==> src/rtl/prog_pkg.sv <==
// Shared launcher types and the per-program end-address table.
package prog_pkg;

  localparam int NUM_PROGS_DEFAULT = 3;

  typedef enum logic [2:0] {
    S_IDLE,
    S_INIT,
    S_RUN,
    S_FINISH,
    S_ALL_DONE
  } launch_state_e;

  localparam logic [15:0] PROG_END [3] = '{16'd123, 16'd300, 16'd511};

  // Index 3 has no program; the unreachable address keeps it from ever matching.
  function automatic logic [15:0] prog_end(input logic [1:0] idx);
    logic [15:0] addr;
    addr = 16'hFFFF;
    case (idx)
      2'd0:    addr = PROG_END[0];
      2'd1:    addr = PROG_END[1];
      2'd2:    addr = PROG_END[2];
      default: addr = 16'hFFFF;
    endcase
    return addr;
  endfunction

endpackage

==> src/rtl/sat_counter.sv <==
// Up-counter with synchronous clear and enable that sticks at all-ones.
module sat_counter #(
  parameter int W = 16
) (
  input  logic         clk_i,
  input  logic         rst_i,
  input  logic         clr_i,
  input  logic         en_i,
  output logic [W-1:0] q_o
);

  logic [W-1:0] q_q;

  // NOTE: state is updated with non-blocking assignments so every flop samples pre-edge values.
  always_ff @(posedge clk_i or posedge rst_i) begin
    if (rst_i) begin
      q_q <= '0;
    end else if (clr_i) begin
      q_q <= '0;
    end else if (en_i && (q_q != '1)) begin
      q_q <= q_q + 1'b1;
    end
  end

  assign q_o = q_q;

endmodule

==> src/rtl/prog_launcher.sv <==
// Launches NUM_PROGS programs on a fetch unit one after another, timing each run.
module prog_launcher
  import prog_pkg::*;
#(
  parameter int          NUM_PROGS   = NUM_PROGS_DEFAULT,
  parameter int          INIT_CYCLES = 2,
  parameter logic [15:0] TIMEOUT_CYC = 16'd4000
) (
  input  logic        CLK,
  input  logic        Reset,
  input  logic        Start,
  input  logic        Done_if,
  input  logic [15:0] PC,
  output logic        Init,
  output logic        Busy,
  output logic [1:0]  Prog_idx,
  output logic [15:0] Cycle_count,
  output logic        Ready,
  output logic        Timeout,
  output logic        All_done
);

  localparam logic [7:0]  INIT_LAST    = 8'(INIT_CYCLES - 1);
  localparam logic [1:0]  LAST_IDX     = 2'(NUM_PROGS - 1);
  localparam logic [15:0] TIMEOUT_LAST = TIMEOUT_CYC - 16'd1;

  launch_state_e state_q, state_d;
  logic [7:0]    init_cnt_q, init_cnt_d;
  logic [1:0]    prog_idx_q, prog_idx_d;
  logic [15:0]   cycle_count_q, cycle_count_d;
  logic          timeout_q, timeout_d;
  logic          init_q, busy_q, ready_q, all_done_q;

  logic          run_clr, run_en;
  logic [15:0]   run_cnt;
  logic          normal_exit;

  sat_counter #(.W(16)) u_run_cnt (
    .clk_i (CLK),
    .rst_i (Reset),
    .clr_i (run_clr),
    .en_i  (run_en),
    .q_o   (run_cnt)
  );

  assign normal_exit = Done_if && (PC == prog_end(prog_idx_q));

  // NOTE: every always_comb output gets a default first so no path can infer a latch.
  always_comb begin
    state_d       = state_q;
    init_cnt_d    = init_cnt_q;
    prog_idx_d    = prog_idx_q;
    cycle_count_d = cycle_count_q;
    timeout_d     = timeout_q;
    run_clr       = 1'b0;
    run_en        = 1'b0;

    case (state_q)
      S_IDLE: begin
        if (Start) begin
          state_d    = S_INIT;
          init_cnt_d = '0;
          run_clr    = 1'b1;
        end
      end
      S_INIT: begin
        init_cnt_d = init_cnt_q + 8'd1;
        if (init_cnt_q == INIT_LAST) begin
          state_d = S_RUN;
        end
      end
      S_RUN: begin
        run_en = 1'b1;
        // A matching end address takes priority over a simultaneous timeout.
        if (normal_exit) begin
          state_d   = S_FINISH;
          timeout_d = 1'b0;
        end else if (run_cnt == TIMEOUT_LAST) begin
          state_d   = S_FINISH;
          timeout_d = 1'b1;
        end
      end
      S_FINISH: begin
        cycle_count_d = run_cnt;
        if (prog_idx_q == LAST_IDX) begin
          state_d = S_ALL_DONE;
        end else begin
          prog_idx_d = prog_idx_q + 2'd1;
          state_d    = S_IDLE;
        end
      end
      S_ALL_DONE: begin
        state_d = S_ALL_DONE;
      end
      default: begin
        state_d = S_IDLE;
      end
    endcase
  end

  always_ff @(posedge CLK or posedge Reset) begin
    if (Reset) begin
      state_q       <= S_IDLE;
      init_cnt_q    <= '0;
      prog_idx_q    <= '0;
      cycle_count_q <= '0;
      timeout_q     <= 1'b0;
      init_q        <= 1'b0;
      busy_q        <= 1'b0;
      ready_q       <= 1'b0;
      all_done_q    <= 1'b0;
    end else begin
      state_q       <= state_d;
      init_cnt_q    <= init_cnt_d;
      prog_idx_q    <= prog_idx_d;
      cycle_count_q <= cycle_count_d;
      timeout_q     <= timeout_d;
      // Status flags track the state being entered, so they are flops aligned with it.
      init_q        <= (state_d == S_INIT);
      busy_q        <= (state_d == S_INIT) || (state_d == S_RUN);
      ready_q       <= (state_d == S_FINISH);
      all_done_q    <= (state_d == S_ALL_DONE);
    end
  end

  assign Init        = init_q;
  assign Busy        = busy_q;
  assign Ready       = ready_q;
  assign All_done    = all_done_q;
  assign Prog_idx    = prog_idx_q;
  assign Cycle_count = cycle_count_q;
  assign Timeout     = timeout_q;

endmodule

==> config.mk <==
export PLATFORM = sky130hd
export DESIGN_NAME = prog_launcher
export DESIGN_NICKNAME = d
export VERILOG_FILES = /design/src/rtl/prog_pkg.sv /design/src/rtl/sat_counter.sv /design/src/rtl/prog_launcher.sv
export SDC_FILE = /design/constraint.sdc
export NUM_CORES = 1
export LEC_CHECK = 0
export CAP_MARGIN = 20
export CORE_MARGIN = 2
export CORE_UTILIZATION = 35
export CTS_CLUSTER_SIZE = 8
export DETAILED_ROUTE_END_ITERATION = 7
export DONT_BUFFER_PORTS = 1
export PLACE_DENSITY_LB_ADDON = 0.15
export SYNTH_ARGS = -nofsm -noshare
export SYNTH_HDL_FRONTEND = slang
export SYNTH_SLANG_ARGS = --single-unit
export TNS_END_PERCENT = 1
==> constraint.sdc <==
create_clock -name CLK -period 3.9 [get_ports CLK]
set_input_delay 0.585 -clock CLK [delete_from_list [all_inputs] [get_ports CLK]]
set_output_delay 0.585 -clock CLK [all_outputs]
set_load 0.05 [all_outputs]
-- Word-level counts from Yosys, hierarchy flattened
Index checks and enable logic that the tools add are counted.
- bits of input ports: 20
- memories kept: 0
- memory bits (writable): 0
- bits in latches: 0
- bits in read-only memories: 0
- register bits: 50
- add/sub/neg operators: 3
- mux-type cells: 16
- reductions and logical operators: 11
- shift-type cells: 0
- bitwise operators: 1
- eq/ne operators: 15
- divide/modulo/power cells: 0
- multipliers: 0
- magnitude comparators: 0
- operators with widths (kind ; count):
    $pmux W16 S3 ; 1
    $mux W16 ; 2
    $add A16 B1 Y16 const B ; 1
    $eq A16 B12 Y1 const B ; 1
    $eq A16 B16 Y1 ; 1
    $ne A16 B16 Y1 const B ; 1
    $pmux W8 S2 ; 1
    $mux W3 ; 5
    $pmux W3 S5 ; 1
    $eq A3 B2 Y1 const B ; 4
    $add A8 B1 Y8 const B ; 1
    $eq A8 B1 Y1 const B ; 1
    $mux W8 ; 1
    $eq A3 B1 Y1 const B ; 2
    $eq A3 B3 Y1 const B ; 2
    $reduce_and A2 Y1 ; 3
    $reduce_bool A2 Y1 ; 3
    $mux W1 ; 5
    $logic_not A3 Y1 ; 1
    $add A2 B1 Y2 const B ; 1
    $eq A2 B1 Y1 const B ; 1
    $eq A2 B2 Y1 const B ; 1
    $logic_and A1 B1 Y1 ; 2
    $logic_not A2 Y1 ; 1
    3 further kinds ; 3

-- Depth between registers and ports, before layout
Gate-level depths: netlist of run 1.
- depth in word-level cells: 8
- depth in mapped cells: 7

-- Cells and area by module
A second synthesis of run 1 with hierarchy kept.
- cell total of the unflattened synthesis: 240
- area, all modules: 2556.2 um^2
- by module, submodules not included (module ; cells each ; area each (um^2) ; times used):
    prog_launcher ; 139 ; 1624.1 ; 1
    sat_counter ; 101 ; 932.1 ; 1

-- Worst setup path before layout of run 1
OpenSTA, ideal clock, no wires.
- path kind: register to register
- start point: register state_q[2]
- end point: register u_run_cnt.q_q[9] (netlist: u_run_cnt.q_o[9])
- stages on the path, launching flop included: 8
- arrival time: 1.909 ns
- path slack: 1.913 ns
- required time: 3.822 ns
- clock period less this slack: 1.987 ns
- path through: dfrtp_1 -> buf_2 -> or3b_1 -> buf_2 -> or2_1 -> buf_2 -> or4_1 -> a21oi_1
- cells in the longest elaborated chain, start to end: 4
- elaborated cells between the ends (all ways): 7
- RTL lines (what ; RTL line ; RTL):
    start: declaration ; prog_launcher.sv:27 ; launch_state_e state_q, state_d;
    start signal: assignment ; prog_launcher.sv:113 ; state_q <= state_d;
    $eq A3 B2 Y1 ; prog_launcher.sv:58 ; case (state_q)
    $mux W1 ; prog_launcher.sv:58 ;
    $logic_and A1 B1 Y1 ; sat_counter.sv:20 ; end else if (en_i && (q_q != '1)) begin
    $reduce_bool A2 Y1 (no line) ; n/a ;
    end signal: assignment ; sat_counter.sv:21 ; q_q <= q_q + 1'b1;
    end: declaration ; sat_counter.sv:12 ; logic [W-1:0] q_q;
Parallel ways exist; a longest one is shown, timed or not.
A chain may end at the register's enable or synchronous reset.

-- Final worst setup path of run 1
- start point: register u_run_cnt.q_q[0] (netlist: u_run_cnt.q_o[0])
- end point: register u_run_cnt.q_q[2] (netlist: u_run_cnt.q_o[2])
- cells in the longest elaborated chain, start to end: 3
- elaborated cells between the ends (all ways): 6
- RTL lines (what ; RTL line):
    $add A16 B1 Y16 or $ne A16 B16 Y1 (tied branches) ; sat_counter.sv:21, sat_counter.sv:20
    $mux W16 or $logic_and A1 B1 Y1 (tied branches) ; sat_counter.sv:20
    $mux W16 or $reduce_bool A2 Y1 (tied branches) ; n/a
Parallel ways exist; a longest one is shown, timed or not. The select of a mux whose other input is x is not followed.

==> metrics.csv, run 1 <==
stage,metric,value,unit
route,Detailed Route WL,5190,µm
timing,Final Setup Violations,0,
timing,"Hold Vio Cnt, Final",0,
timing,Max Slew Vio Count,0,
pwr,Switch Pwr,0.593,mW
clocking,post-CTS setup buffers,0,
hold_path,Min-Delay Path Class,in -> async,
global_routing,largest net degree at the start of global routing,30,
timing,min cycle time layout,2.17,ns
synth,"top cells by area, synth","dfrtp_1, mux2_2, ha_1",
synth,Yosys reg bits,50,
timing,clk_skew,0.00845,ns
pwr,internal power,0.859,mW
run_status,status,"complete, no violations",
placed_design,Placed Area,2580,µm²
synth,Syn Inst Count,236,
clocking,CTS tree,built,
synth,synth warn,0,
synth,Yosys cell types,43,
final_layout,diode count,0,
placed_design,placer congestion estimate,0.824,
pwr,register share of total power,56.1,%
floorplanning,die height,88.0,µm
pwr,clock share of power,21.9,%
synth,asr flop ratio synth,100,%
timing,TNS Setup,0,ns
synth,post-synthesis sequential area ratio,50.6,%
clocking,CTS buffer count,5,
route,Pre-antenna DRT Iters,4,
pwr,Leak Pwr,1.12,nW
timing,Peak Freq,460,MHz
job,total of max-cap violations,0,
worst_setup_path,Critical Path Fanout Max,10,
placed_design,placed cells,326,
pwr,Net Sw Frac,40.9,%
synth,top-count cell post-synth,dfrtp_1,
final_layout,Layout Cells excl Fill,334,
route,Iter 0 DRT Violations,133,
global_routing,vias in the first global route,1829,
final_layout,Final #Nets,264,
clocking,# hold bufs at CTS,0,
synth,Post-synth top flop,dfrtp_1,
synth,synthesized area per cell,10.5,µm²
global_routing,gr ovfl total,0,
synth,number of flops mapped to enable cells by yosys,0,
worst_setup_path,Critical Path AT,2.39,ns
floorplanning,Ports,43,
worst_setup_path,"Slowest-stage cell, CP",nor4_2,
clocking,# clock sinks,50,
clocking,Clock Tree Buf Depth,2,
route,Via Count,1838,
synth,Mapped Area,2470,µm²
worst_setup_path,CP Cell Sequence,"ha_1, nand3_1, nor4_2, nor2_1, a311oi_1",
pwr,PD cells,544,nW/µm²
pwr,VDD IR-drop max,227,µV
synth,Post-synth top cells,"dfrtp_1, nand2_1, o21ai_0, mux2_2, nor2_1",
worst_setup_path,CP endpoint kind,register,
clocking,worst-skew pair later-pin latency,0.31,ns
floorplanning,core area,6830,µm²
placed_design,HPWL Detailed,3740,µm
final_layout,Final Cell Area,2670,µm²
route,Final ANT Viol Nets,0,
clocking,"Reg clk slew, reported paths",0.09,ns
floorplanning,Die Footprint,7750,µm²
global_routing,antenna violations before repair,0,
final_layout,# fillers,703,
route,vias per cell,5.50,
timing,RSZ-0062 raised after global routing,false,
pwr,combinational cell fraction of total power,22.0,%
worst_setup_path,Startpoint Class,register,
global_routing,GRT Total Usage,14.9,%
floorplanning,Initial Utilization,36.2,%
worst_setup_path,"delay-heaviest family, CP",simple AND/OR/NAND/NOR gates,
route,drt drc,0,
synth,post-synth top area cell,dfrtp_1,
worst_setup_path,Crit path largest cell delay,0.70,ns
clocking,root buf cell,clkbuf_8,
timing,Final period util,55.8,%
global_routing,global-route wire length before repair,8970,µm
clocking,PostCTS Resize Cnt,0,
floorplanning,# rows,30,
floorplanning,chip width,88.0,µm
final_layout,layout cells sized above 1,12.2,%
placed_design,port bufs,0,
route,Wirelength per Cell,15.5,µm
clocking,H-tree depth,2,
worst_setup_path,worst path buffer plus inverter count,0,
timing,slew at the pin closest to its max-slew limit,0.992,ns
synth,Post-Syn Nets,263,
worst_setup_path,CP required,4.12,ns
synth,post-synth top area share,50.6,%
final_layout,Layout area overhead,8.05,%
worst_setup_path,Setup CP Type,reg -> reg,
timing,Slew Limit Headroom,33.7,%
-- through the flow --
stage                     setup WS [ns]  power [mW]  util, %  hold slack [ns]
after floorplan                    1.91        1.05        -            0.454
after global placement             1.79        1.15     37.8            0.485
after detailed placement           1.71        1.15     37.8            0.485
after CTS                          1.68        1.47     39.1            0.189
after global routing               1.43        1.56     39.1            0.201
final                              1.73        1.45     39.1            0.171
-- cells by family after synthesis --
| logic type | synth area share (%) |
|---|---|
| AOI/OAI and AO/OA | 13.6 |
| xor gates and xnor gates | 0.709 |
| adders and majority gates | 3.54 |
| buffers and inverters | 2.43 |
| DFF | 50.6 |
| muxes | 8.45 |
| and+or+nand+nor | 20.7 |
-- area by class of cell --
cell class                 instances  area [µm²]  area share, %
multi-input combinational        171        1170           43.7
tap                               96         120           4.50
timing repair buffer               2        15.0          0.562
clock buffer                       7        86.3           3.23
clock inverter                     1        5.00          0.187
inverter                           7        26.3          0.984
sequential                        50        1250           46.8
-- sequential cells by signal, indices dropped and copies added (netlist names) --
register / flops
Timeout: 1
u_run_cnt.q_o: 16
Init: 1
Prog_idx: 2
Ready: 1
init_cnt_q: 8
Cycle_count: 16
All_done: 1
state_q: 3
Busy: 1
-- cell usage in the layout, fill, tap and decap left out, drive strengths merged, types with 2 or more instances in the layout --
cell type and instances:
o21ai 16, mux2 15, nor4 5, clkbuf 7, or4b 2, mux2i 4
nor3 7, o31ai 10, a21oi 12, buf 2, nand3b 3, or4 7
o41ai 2, nor3b 2, or3b 2, dfrtp 50, nand2 19, or3 2
nor4b 2, inv 7, nor2 13, and3 3, a311oi 2, o211ai 3
nand4 9, xnor2 2, nand3 8, ha 7
-- path summary, 6_finish.rpt --
path,from,to,slack [ns],cells past startpoint
worst max-delay path,u_run_cnt.q_o[0],u_run_cnt.q_o[2],1.73,5
worst min-delay path,Reset,Cycle_count[10],0.17,1
worst max register to register,u_run_cnt.q_o[0],u_run_cnt.q_o[2],1.73,5
worst min register to register,init_cnt_q[7],init_cnt_q[7],0.50,1
max in group asynchronous,Reset,u_run_cnt.q_o[0],2.98,2
min in group CLK,init_cnt_q[7],init_cnt_q[7],0.50,1
-- power by group through the flow --
| stage | logic (mW) | clock network, mW | registers (mW) |
|---|---|---|---|
| final | 0.320 | 0.318 | 0.814 |
| after global routing | 0.378 | 0.354 | 0.830 |
| after CTS | 0.328 | 0.328 | 0.817 |
| after detailed placement | 0.328 | 0 | 0.826 |
| after global placement | 0.327 | 0 | 0.825 |
| after floorplan | 0.252 | 0 | 0.803 |
-- routing by layer --
layer  vias to the layer above  track usage [%]  part of all wire [%]
li1                        895                -                     -
met1                       886             19.2                    47
met2                        51             24.3                    46
met3                         6             4.34                   5.8
met4                         0             4.27                   1.2
met5                         -                0                     0
-- worst register-to-register path: stages (launching register included) --
cell and delay (ns):
dfrtp_1 0.43, ha_1 0.23, nand3_1 0.20, nor4_2 0.70, nor2_1 0.22, a311oi_1 0.30
No activity file was read; power rests on OpenSTA's default activity.
==> run 2, diff against run 1 <==
Clock period 3.9 ns to 2.26 ns, I/O delays scaled along.
==> metrics.csv, run 2 (synthesis gave the netlist of run 1 again) <==
stage,metric,value,unit,change
run_status,status,"complete, no violations",,unchanged
timing,slew at the pin closest to its max-slew limit,0.663,ns,was 0.992 ns
final_layout,Layout area overhead,12.3,%,was 8.05%
timing,Peak Freq,482,MHz,was 460 MHz
pwr,VDD IR-drop max,487,µV,was 227 µV
worst_setup_path,CP Cell Sequence,"or3b_1, or2_1, or4_1, a21oi_1",,"was ha_1, nand3_1, nor4_2, nor2_1, a311oi_1"
worst_setup_path,CP required,2.49,ns,was 4.12 ns
timing,TNS Setup,0,ns,unchanged
global_routing,gr ovfl total,0,,unchanged
floorplanning,die height,88.0,µm,unchanged
final_layout,"commonest cells after routing, fill and taps aside","dfrtp_1, nand2_1, o21ai_0",,unchanged
clocking,# hold bufs at CTS,1,,was 0
floorplanning,Ports,43,,unchanged
worst_setup_path,CP endpoint kind,register,,unchanged
clocking,worst-skew pair later-pin latency,0.30,ns,was 0.31 ns
worst_setup_path,Critical Path AT,2.31,ns,was 2.39 ns
clocking,root buf cell,clkbuf_8,,unchanged
final_layout,Layout Cells excl Fill,344,,was 334
final_layout,Seq. cell area,1250,µm²,unchanged
placed_design,placer congestion estimate,0.779,,was 0.824
placed_design,Placed Area,2670,µm²,was 2580 µm²
worst_setup_path,"delay-heaviest family, CP",simple AND/OR/NAND/NOR gates,,unchanged
timing,clk_skew,0.00783,ns,was 0.00845 ns
final_layout,diode count,0,,unchanged
timing,Slew Limit Headroom,55.4,%,was 33.7%
timing,RSZ-0062 raised after global routing,false,,unchanged
route,Pre-antenna DRT Iters,4,,unchanged
route,Via Count,1847,,was 1838
worst_setup_path,Setup CP Type,reg -> reg,,unchanged
clocking,CTS tree,built,,unchanged
global_routing,largest net degree at the start of global routing,51,,was 30
route,Wirelength per Cell,14.6,µm,was 15.5 µm
worst_setup_path,Startpoint Class,register,,unchanged
worst_setup_path,Worst R2R Path Depth,4,,was 5
floorplanning,# rows,30,,unchanged
route,Final ANT Viol Nets,0,,unchanged
pwr,PD cells,917,nW/µm²,was 544 nW/µm²
final_layout,# fillers,711,,was 703
worst_setup_path,FF-to-FF End,u_run_cnt.q_o[9],,was u_run_cnt.q_o[2]
final_layout,Final #Nets,274,,was 264
worst_setup_path,reg2reg start,state_q[0],,was u_run_cnt.q_o[0]
worst_setup_path,worst path buffer plus inverter count,0,,unchanged
route,Detailed Route WL,5020,µm,was 5190 µm
clocking,PostCTS Resize Cnt,0,,unchanged
clocking,"Reg clk slew, reported paths",0.09,ns,about the same
route,vias per cell,5.37,,was 5.50
global_routing,vias in the first global route,1868,,was 1829
clocking,H-tree depth,2,,unchanged
hold_path,Min-Delay Path Class,in -> reg,,was in -> async
worst_setup_path,"Slowest-stage cell, CP",or3b_1,,was nor4_2
final_layout,layout cells sized above 1,15.7,%,was 12.2%
floorplanning,core area,6830,µm²,unchanged
global_routing,global-route wire length before repair,8790,µm,was 8970 µm
timing,"Hold Vio Cnt, Final",0,,unchanged
timing,Final Setup Violations,0,,unchanged
clocking,CTS buffer count,5,,unchanged
job,total of max-cap violations,0,,unchanged
floorplanning,Die Footprint,7750,µm²,unchanged
hold_path,Hold Path End,state_q[0],,
pwr,Leak Pwr,1.18,nW,was 1.12 nW
final_layout,multi-input logic area,1170,µm²,unchanged
floorplanning,Initial Utilization,36.2,%,unchanged
final_layout,"commonest non-fill, non-tap cell in the layout",dfrtp_1,,unchanged
route,drt drc,0,,unchanged
global_routing,antenna violations before repair,0,,unchanged
placed_design,port bufs,0,,unchanged
hold_path,hold_sp,PC[3],,
final_layout,Final Cell Area,2780,µm²,was 2670 µm²
route,Iter 0 DRT Violations,56,,was 133
worst_setup_path,Critical Path Fanout Max,9,,was 10
timing,Max Slew Vio Count,0,,unchanged
timing,Final period util,91.8,%,was 55.8%
floorplanning,chip width,88.0,µm,unchanged
global_routing,GRT Total Usage,14.4,%,was 14.9%
worst_setup_path,WP depth,4,,was 5
placed_design,placed cells,335,,was 326
worst_setup_path,reg-to-reg setup timing slack,0.18,ns,was 1.73 ns
clocking,post-CTS setup buffers,0,,unchanged
timing,min cycle time layout,2.08,ns,was 2.17 ns
worst_setup_path,Crit path largest cell delay,0.54,ns,was 0.70 ns
clocking,Clock Tree Buf Depth,2,,unchanged
hold_path,Hold Path Stages,3,,
clocking,# clock sinks,50,,unchanged
placed_design,HPWL Detailed,3640,µm,was 3740 µm
## run 2: power by group
| part | internal, mW | leakage, nW | total (mW) | switching (mW) |
|---|---|---|---|---|
| clock network | 0.246 | 0.0472 | 0.534 | 0.288 |
| logic | 0.271 | 0.456 | 0.673 | 0.402 |
| registers | 1.02 | 0.676 | 1.34 | 0.324 |
| total | 1.54 | 1.18 | 2.55 | 1.01 |
## run 2: how the worst max path moves through the flow
stage	slack [ns]	startpoint	end
detailed placement	0.22	state_q[0]	u_run_cnt.q_o[9]
global placement	0.25	state_q[0]	u_run_cnt.q_o[11]
floorplan	0.27	state_q[2]	u_run_cnt.q_o[9]
CTS	0.20	state_q[0]	u_run_cnt.q_o[9]
global route	0.08	state_q[0]	u_run_cnt.q_o[11]
finish	0.18	state_q[0]	u_run_cnt.q_o[9]
## run 2: layout make-up
cell class,instances,share of cell area [%]
clock buffer,6,2.97
multi-input combinational,171,42.0
clock inverter,2,0.450
tap,96,4.32
timing repair buffer,12,4.23
sequential,50,45.0
inverter,7,0.946
## run 2: stage by stage
| stage | power, mW | setup WS, ns | hold slack (ns) | utilization [%] |
|---|---|---|---|---|
| after floorplan | 1.82 | 0.273 | 0.454 | - |
| after global placement | 2.04 | 0.247 | 0.297 | 39.1 |
| after detailed placement | 2.04 | 0.220 | 0.295 | 39.1 |
| after CTS | 2.60 | 0.199 | 0.331 | 40.7 |
| after global routing | 2.76 | 0.0804 | 0.335 | 40.7 |
| final | 2.55 | 0.185 | 0.332 | 40.7 |
## run 2: tightest hold or removal path, delay by kind of cell
kind	cells	cell delay, ns
AND/OR/NAND/NOR	2	0.19
AO/OA/AOI/OAI	1	0.07
## run 2: metal layers
metal	part of all wire, %	GRT usage, %	up-vias
met4	0.76	3.31	0
li1	-	-	912
met5	0	0	-
met3	5.7	4.34	4
met2	47	23.1	48
met1	47	19.2	883
==> run 3, diff against run 2 <==
Settings changed: ABC_AREA from default to 1.
==> metrics.csv, run 3 <==
stage,metric,value,unit,change
timing,Max Slew Vio Count,0,,unchanged
timing,Final period util,83.7,%,was 91.8%
route,drt drc,0,,unchanged
final_layout,layout cells sized above 1,8.44,%,was 15.7%
timing,Slew Limit Headroom,67.7,%,was 55.4%
route,vias per cell,4.82,,was 5.37
timing,RSZ-0062 raised after global routing,false,,unchanged
final_layout,"commonest cells after routing, fill and taps aside","nand2_1, nor2_1, dfrtp_1",,"was dfrtp_1, nand2_1, o21ai_0"
global_routing,gr ovfl total,0,,unchanged
synth,Syn Inst Count,395,,was 236
placed_design,placer congestion estimate,0.858,,was 0.779
timing,TNS Setup,0,ns,unchanged
synth,post-synth top area cell,dfrtp_1,,unchanged
worst_setup_path,CP Cell Sequence,"ha_1, nand3_1, inv_1, nand2_2, o21ai_4, nand2_4, inv_2, nand2_1, o21ai_1",,"was or3b_1, or2_1, or4_1, a21oi_1"
synth,post-synthesis sequential area ratio,43.4,%,was 50.6%
pwr,PD cells,502,nW/µm²,was 917 nW/µm²
final_layout,Final #Nets,429,,was 274
job,total of max-cap violations,0,,unchanged
final_layout,post-layout util,38.9,%,was 40.7%
clocking,worst-skew pair later-pin latency,0.30,ns,about the same
final_layout,diode count,0,,unchanged
synth,Yosys cell types,27,,was 43
floorplanning,Initial Utilization,35.6,%,was 36.2%
timing,Peak Freq,528,MHz,was 482 MHz
synth,top-count cell post-synth,nand2_1,,was dfrtp_1
clocking,H-tree depth,2,,unchanged
worst_setup_path,Critical Path AT,2.13,ns,was 2.31 ns
clocking,# clock sinks,50,,unchanged
synth,Yosys reg bits,50,,unchanged
pwr,Power Total,1.58,mW,was 2.55 mW
route,Wirelength per Cell,12.8,µm,was 14.6 µm
clocking,"Reg clk slew, reported paths",0.09,ns,about the same
worst_setup_path,CP required,2.50,ns,was 2.49 ns
worst_setup_path,"delay-heaviest family, CP",simple AND/OR/NAND/NOR gates,,unchanged
final_layout,Layout area overhead,9.43,%,was 12.3%
placed_design,placed cells,499,,was 335
synth,number of flops mapped to enable cells by yosys,0,,unchanged
placed_design,Placed Area,3030,µm²,was 2670 µm²
floorplanning,die height,94.7,µm,was 88.0 µm
timing,Final Setup Violations,0,,unchanged
floorplanning,Ports,43,,unchanged
timing,Min Hold Slack,0.190,ns,was 0.332 ns
global_routing,global-route wire length before repair,10900,µm,was 8790 µm
floorplanning,core area,8090,µm²,was 6830 µm²
clocking,post-CTS setup buffers,0,,unchanged
route,Via Count,2447,,was 1847
synth,post-synth top area share,43.4,%,was 50.6%
global_routing,largest net degree at the start of global routing,51,,unchanged
clocking,root buf cell,clkbuf_8,,unchanged
route,Final ANT Viol Nets,0,,unchanged
pwr,Leak Pwr,1.46,nW,was 1.18 nW
final_layout,Final Cell Area,3150,µm²,was 2780 µm²
worst_setup_path,CP endpoint kind,register,,unchanged
synth,synthesized area per cell,7.29,µm²,was 10.5 µm²
pwr,VDD IR-drop max,219,µV,was 487 µV
placed_design,Placement Setup Slack,0.404,ns,was 0.220 ns
run_status,status,"complete, no violations",,unchanged
timing,final worst-path setup slack,0.367,ns,was 0.185 ns
synth,Mapped Area,2880,µm²,was 2470 µm²
timing,"Hold Vio Cnt, Final",0,,unchanged
route,Detailed Route WL,6530,µm,was 5020 µm
route,Iter 0 DRT Violations,111,,was 56
timing,min cycle time layout,1.89,ns,was 2.08 ns
timing,slew at the pin closest to its max-slew limit,0.485,ns,was 0.663 ns
route,Pre-antenna DRT Iters,4,,unchanged
worst_setup_path,"Slowest-stage cell, CP",dfrtp_1,,was or3b_1
synth,synth warn,0,,unchanged
worst_setup_path,Critical Path Fanout Max,13,,was 9
floorplanning,chip width,94.7,µm,was 88.0 µm
clocking,CTS buffer count,5,,unchanged
timing,clk_skew,0.00231,ns,was 0.00783 ns
worst_setup_path,Startpoint Class,register,,unchanged
clocking,Clock Tree Buf Depth,2,,unchanged
synth,"top cells by area, synth","dfrtp_1, nand2_1, nor2_1",,"was dfrtp_1, mux2_2, ha_1"
floorplanning,Die Footprint,8970,µm²,was 7750 µm²
floorplanning,# rows,33,,was 30
synth,Post-synth top cells,"nand2_1, nor2_1, dfrtp_1, inv_1, nand3_1",,"was dfrtp_1, nand2_1, o21ai_0, mux2_2, nor2_1"
final_layout,Layout Cells excl Fill,508,,was 344
hold_path,Min-Delay Path Class,in -> reg,,unchanged
synth,asr flop ratio synth,100,%,unchanged
worst_setup_path,Crit path largest cell delay,0.41,ns,was 0.54 ns
synth,Post-Syn Nets,422,,was 263
worst_setup_path,Setup CP Type,reg -> reg,,unchanged
clocking,CTS tree,built,,unchanged
placed_design,HPWL Detailed,4850,µm,was 3640 µm
final_layout,"commonest non-fill, non-tap cell in the layout",nand2_1,,was dfrtp_1
global_routing,vias in the first global route,2303,,was 1868
synth,Post-synth top flop,dfrtp_1,,unchanged
placed_design,port bufs,0,,unchanged
worst_setup_path,worst path buffer plus inverter count,2,,was 0
global_routing,GRT Total Usage,15.4,%,was 14.4%
global_routing,antenna violations before repair,0,,unchanged
## run 3: changes by cell type in the layout (fill, tap and decap cells not counted), sizes merged, moves of 5 or more
cell	previous run	this run
a21oi	12	4
nor4	5	0
buf	11	6
or4	7	0
xor2	0	8
nor2	13	55
inv	7	54
nand3	8	30
o31ai	10	0
mux2	15	0
nand2	19	118
o21ai	16	39
## run 3: kinds of logic after synthesis
kind of cell / after synthesis / share of synthesized area (%)
AOI/OAI and AO/OA: 48 / 9.82
xor gates and xnor gates: 10 / 3.04
adders and majority gates: 7 / 3.04
buffers and inverters: 61 / 8.34
DFF: 50 / 43.4
and+or+nand+nor: 219 / 32.3
## run 3: final cells by class
type	count	area [µm²]
clock buffer	6	72.6
clock inverter	2	37.5
fill	885	4940
inverter	54	203
multi-input combinational	284	1390
sequential	50	1250
tap	105	131
timing repair buffer	7	67.6
## run 3: timing repair
action | in CTS | in global routing
gates resized for setup | 0 | 0
hold buffers | 1 | 0
endpoints found under the hold margin | 50 | 0
## run 3: power breakdown
| group | switching [mW] | internal [mW] | total, mW |
|---|---|---|---|
| clock network | 0.307 | 0.331 | 0.637 |
| registers | 0 | 0.894 | 0.894 |
| logic | 0.0328 | 0.0174 | 0.0502 |
| total | 0.340 | 1.24 | 1.58 |
## run 3: final timing paths
path	start	end	slack, ns	depth (start not counted)
worst max-delay path	u_run_cnt.q_o[0]	u_run_cnt.q_o[15]	0.37	9
worst min register to register	init_cnt_q[7]	init_cnt_q[7]	0.53	3
min in group asynchronous	Reset	Cycle_count[13]	0.53	3
worst min-delay path	Done_if	Ready	0.19	2
worst max register to register	u_run_cnt.q_o[0]	u_run_cnt.q_o[15]	0.37	9
max in group asynchronous	Reset	Cycle_count[9]	1.51	3
## run 3: metal layers
metal	up-vias	GRT usage (%)	share of wire, %
met4	0	3.99	1.2
met3	5	3.51	4.8
met1	1137	20.8	50
li1	1257	-	-
met5	-	0	0
met2	48	24.8	44
